### config.mk
export PLATFORM = sky130hd
export DESIGN_NAME = instr_fetch_stage
export DESIGN_NICKNAME = d
export VERILOG_FILES = /design/src/rtl/instr_fetch_stage.sv
export SDC_FILE = /design/constraint.sdc
export NUM_CORES = 1
export LEC_CHECK = 0
export BUFFER_PORTS_ARGS = -buffer_cell sky130_fd_sc_hd__buf_2
export CAP_MARGIN = 30
export CORE_MARGIN = 2
export CORE_UTILIZATION = 49
export CTS_CLUSTER_DIAMETER = 200
export DETAILED_ROUTE_END_ITERATION = 6
export PLACE_DENSITY = 0.75
export SLEW_MARGIN = 25
export SYNTH_ARGS = -nofsm -noshare
export SYNTH_HDL_FRONTEND = slang
export SYNTH_SLANG_ARGS = --single-unit
### constraint.sdc
create_clock -name i_clk -period 2.7 [get_ports i_clk]
set_input_delay 0.54 -clock i_clk [delete_from_list [all_inputs] [get_ports i_clk]]
set_output_delay 0.54 -clock i_clk [all_outputs]
set_load 0.02 [all_outputs]
### src/rtl/instr_fetch_stage.sv
// Instruction fetch stage with IF/ID output register.
//
// Keeps the fetch PC and issues one instruction-memory request at a time over a
// req/gnt/rvalid handshake. Returned words go into the IF/ID register, or into a
// 1-entry skid buffer when decode is stalled. A redirect squashes everything in
// flight. If a request is still outstanding at that point, its response is marked
// for dropping.
//
// Ports:
//   i_clk, i_rst         clock; synchronous active-high reset
//   o_imem_req           fetch request valid
//   o_imem_addr          word-aligned fetch address
//   i_imem_gnt           memory accepts the request this cycle
//   i_imem_rvalid        read data valid, in order, one per grant
//   i_imem_rdata         instruction word
//   i_redirect_valid     redirect the fetch PC (resolved branch/jump)
//   i_redirect_pc        redirect target; bits [1:0] are ignored
//   i_id_ready           decode consumes the IF/ID contents this cycle
//   o_if_valid           IF/ID holds a valid instruction
//   o_if_pc, o_if_instr  PC and instruction word held in IF/ID
//   o_if_opcode          opcode field, zero when IF/ID is empty
module instr_fetch_stage #(
  parameter int unsigned     XLEN      = 32,
  parameter logic [XLEN-1:0] RESET_PC  = '0,
  parameter logic [31:0]     NOP_INSTR = 32'h0000_0013
) (
  input  logic            i_clk,
  input  logic            i_rst,
  output logic            o_imem_req,
  output logic [XLEN-1:0] o_imem_addr,
  input  logic            i_imem_gnt,
  input  logic            i_imem_rvalid,
  input  logic [31:0]     i_imem_rdata,
  input  logic            i_redirect_valid,
  input  logic [XLEN-1:0] i_redirect_pc,
  input  logic            i_id_ready,
  output logic            o_if_valid,
  output logic [XLEN-1:0] o_if_pc,
  output logic [31:0]     o_if_instr,
  output logic [6:0]      o_if_opcode
);

  typedef enum logic [0:0] {S_REQ, S_WAIT} state_e;

  state_e          r_state,      w_state_nxt;
  logic [XLEN-1:0] r_pc,         w_pc_nxt;
  logic [XLEN-1:0] r_pend_pc,    w_pend_pc_nxt;
  logic            r_drop,       w_drop_nxt;
  logic            r_skid_valid, w_skid_valid_nxt;
  logic [XLEN-1:0] r_skid_pc,    w_skid_pc_nxt;
  logic [31:0]     r_skid_instr, w_skid_instr_nxt;
  logic            r_if_valid,   w_if_valid_nxt;
  logic [XLEN-1:0] r_if_pc,      w_if_pc_nxt;
  logic [31:0]     r_if_instr,   w_if_instr_nxt;

  logic w_hs;
  logic w_deliver;
  logic w_slot_free;

  // No new request while the skid is occupied, so there is never a third word to store.
  assign o_imem_req  = !i_rst && (r_state == S_REQ) && !r_skid_valid;
  assign o_imem_addr = r_pc;
  assign w_hs        = o_imem_req && i_imem_gnt;
  assign w_slot_free = !r_if_valid || i_id_ready;
  assign w_deliver   = (r_state == S_WAIT) && i_imem_rvalid && !r_drop;

  assign o_if_valid  = r_if_valid;
  assign o_if_pc     = r_if_pc;
  assign o_if_instr  = r_if_instr;
  assign o_if_opcode = r_if_valid ? r_if_instr[6:0] : 7'b0;

  always_comb begin
    w_state_nxt      = r_state;
    w_pc_nxt         = r_pc;
    w_pend_pc_nxt    = r_pend_pc;
    w_drop_nxt       = r_drop;
    w_skid_valid_nxt = r_skid_valid;
    w_skid_pc_nxt    = r_skid_pc;
    w_skid_instr_nxt = r_skid_instr;
    w_if_valid_nxt   = r_if_valid;
    w_if_pc_nxt      = r_if_pc;
    w_if_instr_nxt   = r_if_instr;

    if (i_redirect_valid) begin
      w_pc_nxt         = {i_redirect_pc[XLEN-1:2], 2'b00};
      w_if_valid_nxt   = 1'b0;
      w_if_instr_nxt   = NOP_INSTR;
      w_skid_valid_nxt = 1'b0;
      unique case (r_state)
        S_REQ: begin
          // A request granted on the redirect edge is still outstanding; squash its reply.
          if (w_hs) begin
            w_drop_nxt  = 1'b1;
            w_state_nxt = S_WAIT;
          end
        end
        S_WAIT: begin
          if (i_imem_rvalid) begin
            w_drop_nxt  = 1'b0;
            w_state_nxt = S_REQ;
          end else begin
            w_drop_nxt  = 1'b1;
          end
        end
        default: w_state_nxt = S_REQ;
      endcase
    end else begin
      unique case (r_state)
        S_REQ: begin
          if (w_hs) begin
            w_pend_pc_nxt = r_pc;
            w_pc_nxt      = r_pc + XLEN'(4);
            w_state_nxt   = S_WAIT;
          end
        end
        S_WAIT: begin
          if (i_imem_rvalid) begin
            w_drop_nxt  = 1'b0;
            w_state_nxt = S_REQ;
          end
        end
        default: w_state_nxt = S_REQ;
      endcase

      if (w_deliver) begin
        if (!r_skid_valid && w_slot_free) begin
          w_if_valid_nxt = 1'b1;
          w_if_pc_nxt    = r_pend_pc;
          w_if_instr_nxt = i_imem_rdata;
        end else begin
          w_skid_valid_nxt = 1'b1;
          w_skid_pc_nxt    = r_pend_pc;
          w_skid_instr_nxt = i_imem_rdata;
        end
      end else if (i_id_ready && r_if_valid) begin
        if (r_skid_valid) begin
          w_if_pc_nxt      = r_skid_pc;
          w_if_instr_nxt   = r_skid_instr;
          w_skid_valid_nxt = 1'b0;
        end else begin
          w_if_valid_nxt = 1'b0;
          w_if_instr_nxt = NOP_INSTR;
        end
      end
    end
  end

  always_ff @(posedge i_clk) begin
    if (i_rst) begin
      r_state      <= S_REQ;
      r_pc         <= RESET_PC;
      r_pend_pc    <= '0;
      r_drop       <= 1'b0;
      r_skid_valid <= 1'b0;
      r_skid_pc    <= '0;
      r_skid_instr <= NOP_INSTR;
      r_if_valid   <= 1'b0;
      r_if_pc      <= '0;
      r_if_instr   <= NOP_INSTR;
    end else begin
      r_state      <= w_state_nxt;
      r_pc         <= w_pc_nxt;
      r_pend_pc    <= w_pend_pc_nxt;
      r_drop       <= w_drop_nxt;
      r_skid_valid <= w_skid_valid_nxt;
      r_skid_pc    <= w_skid_pc_nxt;
      r_skid_instr <= w_skid_instr_nxt;
      r_if_valid   <= w_if_valid_nxt;
      r_if_pc      <= w_if_pc_nxt;
      r_if_instr   <= w_if_instr_nxt;
    end
  end

endmodule

; ---- Word-level counts from Yosys, hierarchy flattened
; Index checks and enable logic that the tools add are counted.
[word_totals]
in_bits = 70
elab_cells = 74
register_bits = 196
[classes]
muxes = 27
n_eq_ne = 5
add_sub_neg = 1
bitwise_logic = 3
n_reduce_logical = 27
[op_table]
columns = cell, count
row1 = 2-to-1 mux 32 bit, 11
row2 = "adder 32 x 3 -> 32 bit, second input constant", 1
row3 = 2-to-1 mux 1 bit, 13
row4 = AND reduction 3 bit, 4
row5 = nonzero test 2 bit, 5
row6 = AND reduction 2 bit, 4
row7 = logical AND 1 bit, 7
row8 = 2-to-1 mux 7 bit, 1
row9 = logical NOT 1 bit, 4
row10 = "!= test 2 x 1 -> 1 bit, second input constant", 2
row11 = "!= test 2 bit, second input constant", 2
row12 = one-hot mux 1 bit (2 select lines), 2
row13 = AND reduction 4 bit, 1
row14 = "!= test 3 bit, second input constant", 1
row15 = NOT 1 bit, 3
row16 = OR reduction 2 bit, 1
row17 = logical OR 1 bit, 1

; ---- Depth between registers and ports, before layout
; Gate-level depths: netlist of the first run.
[depth]
ltp_word = 7
ltp_mapped = 7

; ---- Worst setup path after synthesis of the first run
; OpenSTA, ideal clock, no wires.
[synth_path]
kind = input port to flip-flop
startpoint = in i_rst
endpoint = reg r_pc[30] (netlist: o_imem_addr[30])
setup_ps = 91
stages = 6
t_arrival_ps = 2539
setup_slack_ps = 70
cell_sequence = buf_6 -> or4b_4 -> or4_1 -> buf_2 -> or4_1 -> a311oi_1
[synth_via]
elab_chain_len = 6
[synth_lines]
columns = item, line
row1 = "start, declared", 28  ; input logic i_rst,
row2 = logical NOT 1 bit, 61  ; assign o_imem_req = !i_rst && (r_state == S_REQ) && !r_skid_valid;
row3 = logical AND 1 bit (2 in series), 61
row4 = logical AND 1 bit, 63  ; assign w_hs = o_imem_req && i_imem_gnt;
row5 = nonzero test 2 bit (no line), n/a
row6 = AND reduction 2 bit (no line), n/a
row7 = "end signal, assigned", 162  ; r_pc <= w_pc_nxt;
row8 = "end, declared", 46  ; logic [XLEN-1:0] r_pc, w_pc_nxt;
; Several ways; a longest one is shown, not always the timed one.
; A chain may end at the register's enable or synchronous reset.

; ---- Final worst setup path of the first run
[layout_path]
startpoint = reg r_skid_valid
endpoint = reg r_pc[30] (netlist: o_imem_addr[30])
[layout_via]
elab_chain_len = 5
[layout_lines]
columns = item, line
row1 = "start, declared", 49  ; logic r_skid_valid, w_skid_valid_nxt;
row2 = "start signal, assigned", 165  ; r_skid_valid <= w_skid_valid_nxt;
row3 = logical NOT 1 bit, 61
row4 = logical AND 1 bit, 61
row5 = logical AND 1 bit, 63
row6 = nonzero test 2 bit (no line), n/a
row7 = AND reduction 2 bit (no line), n/a
; No other way between the ends.

==> results.yml, run 1 <==
timing:
  finClkSkew_ns: 0.00640
  hold_violations: 0
  rsz0062_at_grt: "no"
  finalCritPeriodShare_pct: 87.0
  fin_crit_ns: 2.35
  tns_ns: 0
  fin_hold_ws_ns: 0.335
  relSlewSlack_pct: 57.2
  setup_viol: 0
  max_freq_ghz: 0.426
  tightest_slew_ns: 0.642
  slew_violations: 0
critical_path:
  worstSetupStartpointType: "flop"
  crit_path_cell_trace: "or4b_4 > or4_1 > or4_1 > a311oi_1"
  worst-path-max-fanout: 7
  slowest_delay_ns: 0.63
  crit_type: "reg2reg"
  cpMostUsedCell: "or4_1"
  crit_path_end_kind: "flop"
  crit_slowest_cell: "or4_1"
  required_ns: 3.04
  arrival_ns: 2.69
  rrSetupSlack_ns: 0.35
global_route:
  grt_pass1_vias: 6766
  antenna_found_initial: 0
  grt_pass1_wl_um: 34200
  grt.total_usage_pct: 23.9
  grt_max_degree: 96
  overflow: 0
final_layout:
  final_cell_mix: "nand2_1 (295), dfxtp_1 (188), buf_2 (167)"
  final_common_cell: "nand2_1"
  fin_nets: 1231
  drive_gt1_share_pct: 20.8
  seq_area_um2: 3760
  fin_util_pct: 60.7
  multi_input_area_um2: 3840
  fill_cells: 1467
  antenna_cells: 0
  area_growth_pct: 20.7
clock_tree:
  ctsResizeCount: 0
  clock_latency_ns: 0.43
  cts_tree: "done"
  cts_max_path_buffers: 2
  cts_buffers: 17
  cts_num_sinks: 188
  clk_pin_slew_worst_paths_ns: 0.07
  htreeDepth: 4
  cts-root-buf: "clkbuf_16"
  postCtsHoldBufs: 0
  post_cts_buffers: 0
drt:
  routed_wl_um: 21000
  viasPerCell: 5.57
  wl_met3_um: 1380
  drtIter0Drc: 501
  highest_layer: "met4"
  wl_per_cell_um: 15.2
  antenna_left: 0
  drc: 0
  dr_wl_met2_um: 9780
  wl_met1_um: 9470
  vias: 7742
  firstDrtPassIters: 5
placement:
  port_buffers: 168
  place_congestion: 0.799
  dp_hpwl_um: 14000
synthesis:
  synth-seq-area-share_pct: 47.1
  synth_top_area_share_pct: 47.1
  ys_seq_elements: 188
  yosys_warnings: 0
  ys.flop_type: "dfxtp_1"
  netlist_area_um2: 7990
  async_flop_share_pct: 0
  postSynthAreaPerCell_um2: 7.76
  synth_edf_count: 0
  synthCells: 1029
  ys_types: 51
  synthTopCellsByArea: "dfxtp_1 (47%), nand2_1 (14%), a311oi_1 (7.3%), a21oi_1 (6.0%), clkbuf_1 (4.0%)"
  synth_top_area_cell: "dfxtp_1"
power:
  total_power_mw: 5.84
  vdd_drop_max_v: 0.000443
  power.density_nw_per_um2: 605
  power_leakage_nw: 3.47
floorplanning:
  die_width_um: 132
  start_util_pct: 50.3
  dieArea_um2: 17300
  rows: 46
  core-area_um2: 15900
  num_io_pins: 175
  dieHeight_um: 132
hold_path:
  worst_hold_path_type: "in2reg"
status:
  outcome: "finished, final reports clean"
flow_run:
  maxCapViolCount: 0
==> stage by stage <==
| stage | worst slack (ns) | instances | cell area (um2) |
|---|---|---|---|
| 5_1_grt | 0.287 | 1389 | 9640 |
| 2_1_floorplan | 0.0701 | 1032 | 8000 |
| 4_1_cts | 0.345 | 1388 | 9620 |
| 6_report | 0.351 | 1389 | 9640 |
| 3_5_place_dp | 0.0379 | 1356 | 9040 |
| 3_3_place_gp | 0.0664 | 1356 | 9040 |
==> critical path, delay by kind of cell (launching register included) <==
family           cells  cell delay [ns]
AND/OR/NAND/NOR      3             1.69
flip-flops           1             0.31
AO/OA/AOI/OAI        1             0.26
==> metal layers <==
layer  global-route usage (%)  vias to the layer above
li1                         -                     3877
met1                     32.9                     3537
met2                     36.9                      300
met3                     4.63                       28
met4                     9.36                        0
met5                        0                        -
==> report_power, final <==
group	internal [mW]	switching [mW]	total (mW)	leakage (nW)
clock network	1.36	1.08	2.44	0.264
logic	0.177	0.313	0.491	1.68
registers	2.84	0.0725	2.91	1.52
==> path summary, 6_finish.rpt <==
| kind | startpoint | end | depth (start not counted) |
|---|---|---|---|
| worst max-delay path | r_skid_valid | o_imem_addr[30] | 4 |
| worst max register to register | r_skid_valid | o_imem_addr[30] | 4 |
| worst min-delay path | i_imem_rdata[4] | r_skid_instr[4] | 3 |
| worst min register to register | r_skid_pc[15] | r_skid_pc[15] | 2 |
==> cell usage after synthesis, drive strengths merged, types with 2 or more instances <==
cell type and instances:
or2 2, o211ai 10, nand3b 2, a2111oi 5, nor3 39, a21oi 96, a32oi 3, or3 8
inv 14, nand2b 3, a31oi 4, o21a 4, clkbuf 85, nor4 10, nor2b 4, buf 8
nand4 9, nor2 56, o21ai 8, and2 10, a211oi 9, nand2 295, or4 9, a311oi 67
nand3 44, and3 5, o31ai 2, and4 5, o221ai 3, xnor2 8, dfxtp 188
==> layout make-up <==
type | count | area share, %
clock buffers | 18 | 4.45
clock inverters | 14 | 1.52
inverters | 14 | 0.545
multi-input cells | 737 | 39.8
flip-flops and latches | 188 | 39.0
well taps | 216 | 2.80
repair buffers | 202 | 11.9
==> flip-flops by register name, indices dropped and copies added, names as in the netlist <==
signal        flops
o_if_instr       32
o_if_pc          30
o_if_valid        1
o_imem_addr      30
r_drop            1
r_pend_pc        30
r_skid_instr     32
r_skid_pc        30
r_skid_valid      1
r_state           1
==> kinds of logic after synthesis <==
kind of cell / after synthesis / synth area share, %
adders and majority gates: 1 / 0.157
muxes: 1 / 0.125
xor gates and xnor gates: 9 / 0.987
AOI/OAI and AO/OA: 217 / 18.5
DFF: 188 / 47.1
and+or+nand+nor: 505 / 27.8
other: 1 / 0.0469
buffers and inverters: 107 / 5.33
Power figures use the tool's default switching activity.
==> run 2: changes to the inputs <==
- ABC_CLOCK_PERIOD_IN_PS: default -> 2700
- PLACE_DENSITY: 0.75 -> 0.86
==> results.yml, run 2 (synthesized netlist as in run 1, its figures left out) <==
status:
  outcome: "finished, final reports clean"
final_layout:
  antenna_cells: 0
  final_common_cell: "nand2_1"
  area_growth_pct: 20.4
  final_cell_mix: "nand2_1 (295), dfxtp_1 (188), buf_2 (167)"
  drive_gt1_share_pct: 20.4
  fin_util_pct: 60.6
  fin_nets: 1225
critical_path:
  path_buf_inv: 0
  crit_path_end_kind: "flop"
  cpMostUsedCell: "or4_1"
  slowest_delay_ns: 0.61
  worstSetupStartpointType: "flop"
  cpLargestDelayFamily: "simple AND/OR/NAND/NOR gates"
  worst-path-max-fanout: 5
  r2r_start: "r_skid_valid"
  cp-startpoint: "r_skid_valid"
  r2r_cells: 4
  worst-path-stages: 4
  arrival_ns: 2.65
  required_ns: 3.04
  crit_path_cell_trace: "or4b_4 > or4_1 > or4_1 > a311oi_1"
  crit_slowest_cell: "or4_1"
  crit_type: "reg2reg"
floorplanning:
  core-area_um2: 15900
  start_util_pct: 50.3
  dieArea_um2: 17300
  die_width_um: 132
  num_io_pins: 175
  rows: 46
  dieHeight_um: 132
global_route:
  antenna_found_initial: 0
  grt.total_usage_pct: 24.5
  grt_pass1_wl_um: 35200
  overflow: 0
  grt_pass1_vias: 7087
  grt_max_degree: 152
timing:
  relSlewSlack_pct: 54.2
  setup_viol: 0
  slew_violations: 0
  tightest_slew_ns: 0.686
  hold_violations: 0
  fin_crit_ns: 2.31
  max_freq_ghz: 0.433
  tns_ns: 0
  rsz0062_at_grt: "no"
  finalCritPeriodShare_pct: 85.5
  finClkSkew_ns: 0.00688
flow_run:
  maxCapViolCount: 0
clock_tree:
  cts_buffers: 17
  post_cts_buffers: 0
  cts_tree: "done"
  htreeDepth: 4
  cts_num_sinks: 188
  postCtsHoldBufs: 0
  ctsResizeCount: 0
  cts-root-buf: "clkbuf_16"
  clk_pin_slew_worst_paths_ns: 0.07
  cts_max_path_buffers: 2
  clock_latency_ns: 0.42
drt:
  antenna_left: 0
  drtIter0Drc: 574
  viasPerCell: 5.67
  vias: 7840
  firstDrtPassIters: 5
  routed_wl_um: 21600
  wl_per_cell_um: 15.6
  drc: 0
power:
  vdd_drop_max_v: 0.000417
  p_comb_share_pct: 8.1
  p_seq_share_pct: 49.1
  swShare_pct: 24.9
  power.density_nw_per_um2: 617
  switchingPower_mw: 1.48
  power_leakage_nw: 3.46
  p_int_mw: 4.46
  p_clk_share_pct: 42.8
hold_path:
  min-delay-start: "i_imem_rdata[4]"
  worst_hold_path_type: "in2reg"
  hold_path_depth: 3
placement:
  port_buffers: 168
  place_congestion: 0.852
  dp_hpwl_um: 14000
-- run 2: changes by cell type in the layout (fill, tap and decap cells not counted), sizes merged --
| cell | before | now |
|---|---|---|
| inv | 15 | 17 |
| clkbuf | 18 | 21 |
| buf | 202 | 196 |
| clkinvlp | 6 | 1 |
-- run 2: final cells by class --
cell class | count | area [um2]
fill | 1394 | 6270
multi-input combinational | 737 | 3840
sequential | 188 | 3760
timing repair buffer | 196 | 1090
clock buffer | 21 | 470
tap | 216 | 270
clock inverter | 11 | 133
inverter | 14 | 52.6
-- run 2: routing by layer --
layer	vias up	GRT usage (%)	wire length (um)	part of all wire, %
met5	-	0	0	0
met4	0	7.85	393	1.8
met3	29	5.75	1750	8.1
met2	362	38.8	10100	47
met1	3597	33.0	9320	43
li1	3852	-	-	-
-- run 2: tightest hold or removal path, cell delays in order --
cell and delay, ns:
buf_2 0.09, nand2_1 0.04, nand3_1 0.07
-- run 2: worst paths after layout --
check                                        to  slack [ns]
worst max-delay path            o_imem_addr[30]        0.39
worst max register to register  o_imem_addr[30]        0.39
worst min-delay path            r_skid_instr[4]        0.35
worst min register to register  r_skid_instr[9]        0.45
-- run 2: per-stage QoR --
| stage | instances | power [mW] | cell area, um2 | hold slack (ns) | worst slack, ns |
|---|---|---|---|---|---|
| global placement | 1351 | 3.44 | 9020 | 0.442 | 0.0793 |
| CTS | 1383 | 5.97 | 9620 | 0.342 | 0.388 |
| global route | 1383 | 6.15 | 9620 | 0.344 | 0.287 |
| detailed placement | 1351 | 3.45 | 9020 | 0.447 | 0.0826 |
| floorplan | 1032 | 3.25 | 8000 | 0.434 | 0.0701 |
| finish | 1383 | 5.94 | 9620 | 0.350 | 0.390 |
-- run 2: power groups by stage --
| stage | Clock [mW] | Combinational, mW | Sequential (mW) |
|---|---|---|---|
| 2_1_floorplan | 0 | 0.235 | 3.02 |
| 3_3_place_gp | 0 | 0.471 | 2.97 |
| 3_5_place_dp | 0 | 0.477 | 2.97 |
| 4_1_cts | 2.58 | 0.480 | 2.91 |
| 5_1_grt | 2.71 | 0.524 | 2.92 |
| 6_report | 2.54 | 0.482 | 2.91 |
==> run 3: changes to the inputs <==
- ABC_AREA: default -> 1
- ABC_CLOCK_PERIOD_IN_PS: 2700 -> 2470
- CORE_UTILIZATION: 49 -> 55
- PLACE_DENSITY: 0.86 -> 0.9
- clock period: 2.7 -> 2.47 ns (I/O delays scaled with it)
==> results.yml, run 3 <==
status:
  outcome: "finished, final reports clean"
placement:
  dp_hpwl_um: 14800
  port_buffers: 168
  place_congestion: 0.959
  place_area_um2: 9050
critical_path:
  arrival_ns: 2.35
  crit_path_cell_trace: "nand2_1 > nor2_4 > inv_2 > nand2_1 > nand2_1 > nand2_1 > inv_2 > nor2_1 > nor2_1"
  worst-path-max-fanout: 30
  rrSetupSlack_ns: 0.44
  r2r_start: "r_state"
  r2r_cells: 9
  required_ns: 2.79
  worstSetupStartpointType: "flop"
  slowest_delay_ns: 0.36
  cpMostUsedCell: "nand2_1"
  crit_slowest_cell: "dfxtp_1"
  rr_endpoint: "o_if_pc[28]"
  crit_path_end_kind: "flop"
  crit_type: "reg2reg"
final_layout:
  final_cell_mix: "nand2_1 (240), dfxtp_1 (188), buf_2 (168)"
  area_growth_pct: 18.0
  seq_area_um2: 3760
  fin_nets: 1369
  fill_cells: 1221
  multi_input_area_um2: 3670
  final_common_cell: "nand2_1"
  drive_gt1_share_pct: 17.4
  finalInstanceArea_um2: 9630
synthesis:
  synth.most_common_cell: "nand2_1"
  yosys_warnings: 0
  synth_top_area_share_pct: 46.1
  synth_common_cells: "nand2_1 (240), dfxtp_1 (188), a21oi_1 (147)"
  synth-seq-area-share_pct: 46.1
  synthCells: 1170
  ys.flop_type: "dfxtp_1"
  ys_types: 32
  ys_seq_elements: 188
  synthTopCellsByArea: "dfxtp_1 (46%), nand2_1 (11%), a21oi_1 (9.0%), o21ai_0 (6.9%), nor2_1 (5.9%)"
  synth_top_area_cell: "dfxtp_1"
  postSynthAreaPerCell_um2: 6.98
  synth_edf_count: 0
  async_flop_share_pct: 0
  netlist_area_um2: 8160
drt:
  wl_per_cell_um: 14.6
  antenna_left: 0
  vias: 8218
  firstDrtPassIters: 6
  routed_wl_um: 21700
  viasPerCell: 5.50
  drtIter0Drc: 761
  drc: 0
power:
  switchingPower_mw: 1.57
  p_int_mw: 4.85
  power_leakage_nw: 4.19
  p_seq_share_pct: 49.3
  swShare_pct: 24.4
  vdd_drop_max_v: 0.000487
  p_comb_share_pct: 8.0
  power.density_nw_per_um2: 666
  p_clk_share_pct: 42.7
timing:
  slew_violations: 0
  setup_viol: 0
  relSlewSlack_pct: 44.4
  rsz0062_at_grt: "no"
  max_freq_ghz: 0.492
  tightest_slew_ns: 0.834
  finClkSkew_ns: 0.0107
  finalCritPeriodShare_pct: 82.3
  hold_violations: 0
  fin_crit_ns: 2.03
  tns_ns: 0
clock_tree:
  cts_num_sinks: 188
  clk_pin_slew_worst_paths_ns: 0.07
  postCtsHoldBufs: 0
  cts_buffers: 17
  cts_tree: "done"
  clock_latency_ns: 0.43
  cts_max_path_buffers: 2
  htreeDepth: 4
  cts-root-buf: "clkbuf_16"
  ctsResizeCount: 0
  post_cts_buffers: 0
floorplanning:
  rows: 44
  core-area_um2: 14500
  start_util_pct: 56.2
  dieArea_um2: 15800
  num_io_pins: 175
  dieHeight_um: 126
  die_width_um: 126
global_route:
  grt_pass1_vias: 7367
  overflow: 0
  grt.total_usage_pct: 27.0
  grt_max_degree: 91
  antenna_found_initial: 3
  grt_pass1_wl_um: 35200
hold_path:
  worst_hold_path_type: "in2reg"
  hold_path_depth: 3
  hold_end: "r_skid_instr[1]"
  min-delay-start: "i_imem_rdata[1]"
flow_run:
  maxCapViolCount: 0
run 3: changes by cell type after synthesis, moves of 44 or more:
cell / before / now
a21oi_1: 96 / 147
nor2_1: 56 / 128
o21ai_0: 8 / 112
inv_1: 13 / 98
a311oi_1: 67 / 0
clkbuf_1: 85 / 41
nand2_1: 295 / 240
run 3: cell families after synthesis:
| kind of cell | synth area share (%) |
|---|---|
| flip-flops | 46.1 |
| AND/OR/NAND/NOR | 23.4 |
| adder cells (fa/ha/maj) | 0.153 |
| other | 0.0459 |
| XOR/XNOR | 0.215 |
| buffers and inverters | 9.06 |
| AO/OA/AOI/OAI | 21.0 |
run 3: how the worst max path moves through the flow:
stage	startpoint	end	slack, ns	depth (start not counted)
finish	r_state	o_if_pc[28]	0.44	9
global route	r_state	o_if_pc[28]	0.17	9
CTS	r_state	o_if_pc[28]	0.45	9
detailed placement	i_imem_rvalid	o_if_pc[28]	0.26	10
global placement	i_imem_rvalid	o_if_pc[11]	0.33	10
floorplan	i_rst	o_imem_req	0.66	5
run 3: stage by stage:
stage               total power, mW  hold WS (ns)  util [%]  cells  setup WS, ns
finish                         6.42         0.275      66.3   1494         0.438
global route                   6.62         0.277      66.3   1493         0.170
CTS                            6.43         0.268      66.2   1492         0.446
detailed placement             3.73         0.440      62.3   1463         0.256
global placement               3.72         0.435      62.3   1463         0.329
floorplan                      3.54         0.425         -   1173         0.656
run 3: worst max-delay path, delay by kind of cell (launching register included):
family / cells / cell delay, ns
simple gates: 7 / 1.18
flops: 1 / 0.36
buf+inv: 2 / 0.36
run 3: cell type report:
class                   instances  share of cell area [%]
multi-input cells             802                    38.1
clock buffers                  20                    4.53
diodes                          2                  0.0520
inverters                     104                    4.05
well taps                     184                    2.39
repair buffers                185                    10.3
flip-flops and latches        188                    39.1
clock inverters                 9                    1.45
run 3: layer usage:
layer / vias to the layer above / track usage (%) / wire length [um]
met3: 57 / 7.60 / 1810
met4: 2 / 10.5 / 666
li1: 4079 / - / -
met1: 3718 / 33.7 / 9240
met5: - / 0 / 13
met2: 362 / 44.4 / 10000
run 3: power groups by stage:
stage / Combinational [mW] / Sequential (mW) / Clock, mW
detailed placement: 0.504 / 3.23 / 0
global route: 0.564 / 3.17 / 2.89
CTS: 0.507 / 3.16 / 2.76
finish: 0.511 / 3.17 / 2.74
floorplan: 0.273 / 3.27 / 0
global placement: 0.493 / 3.23 / 0
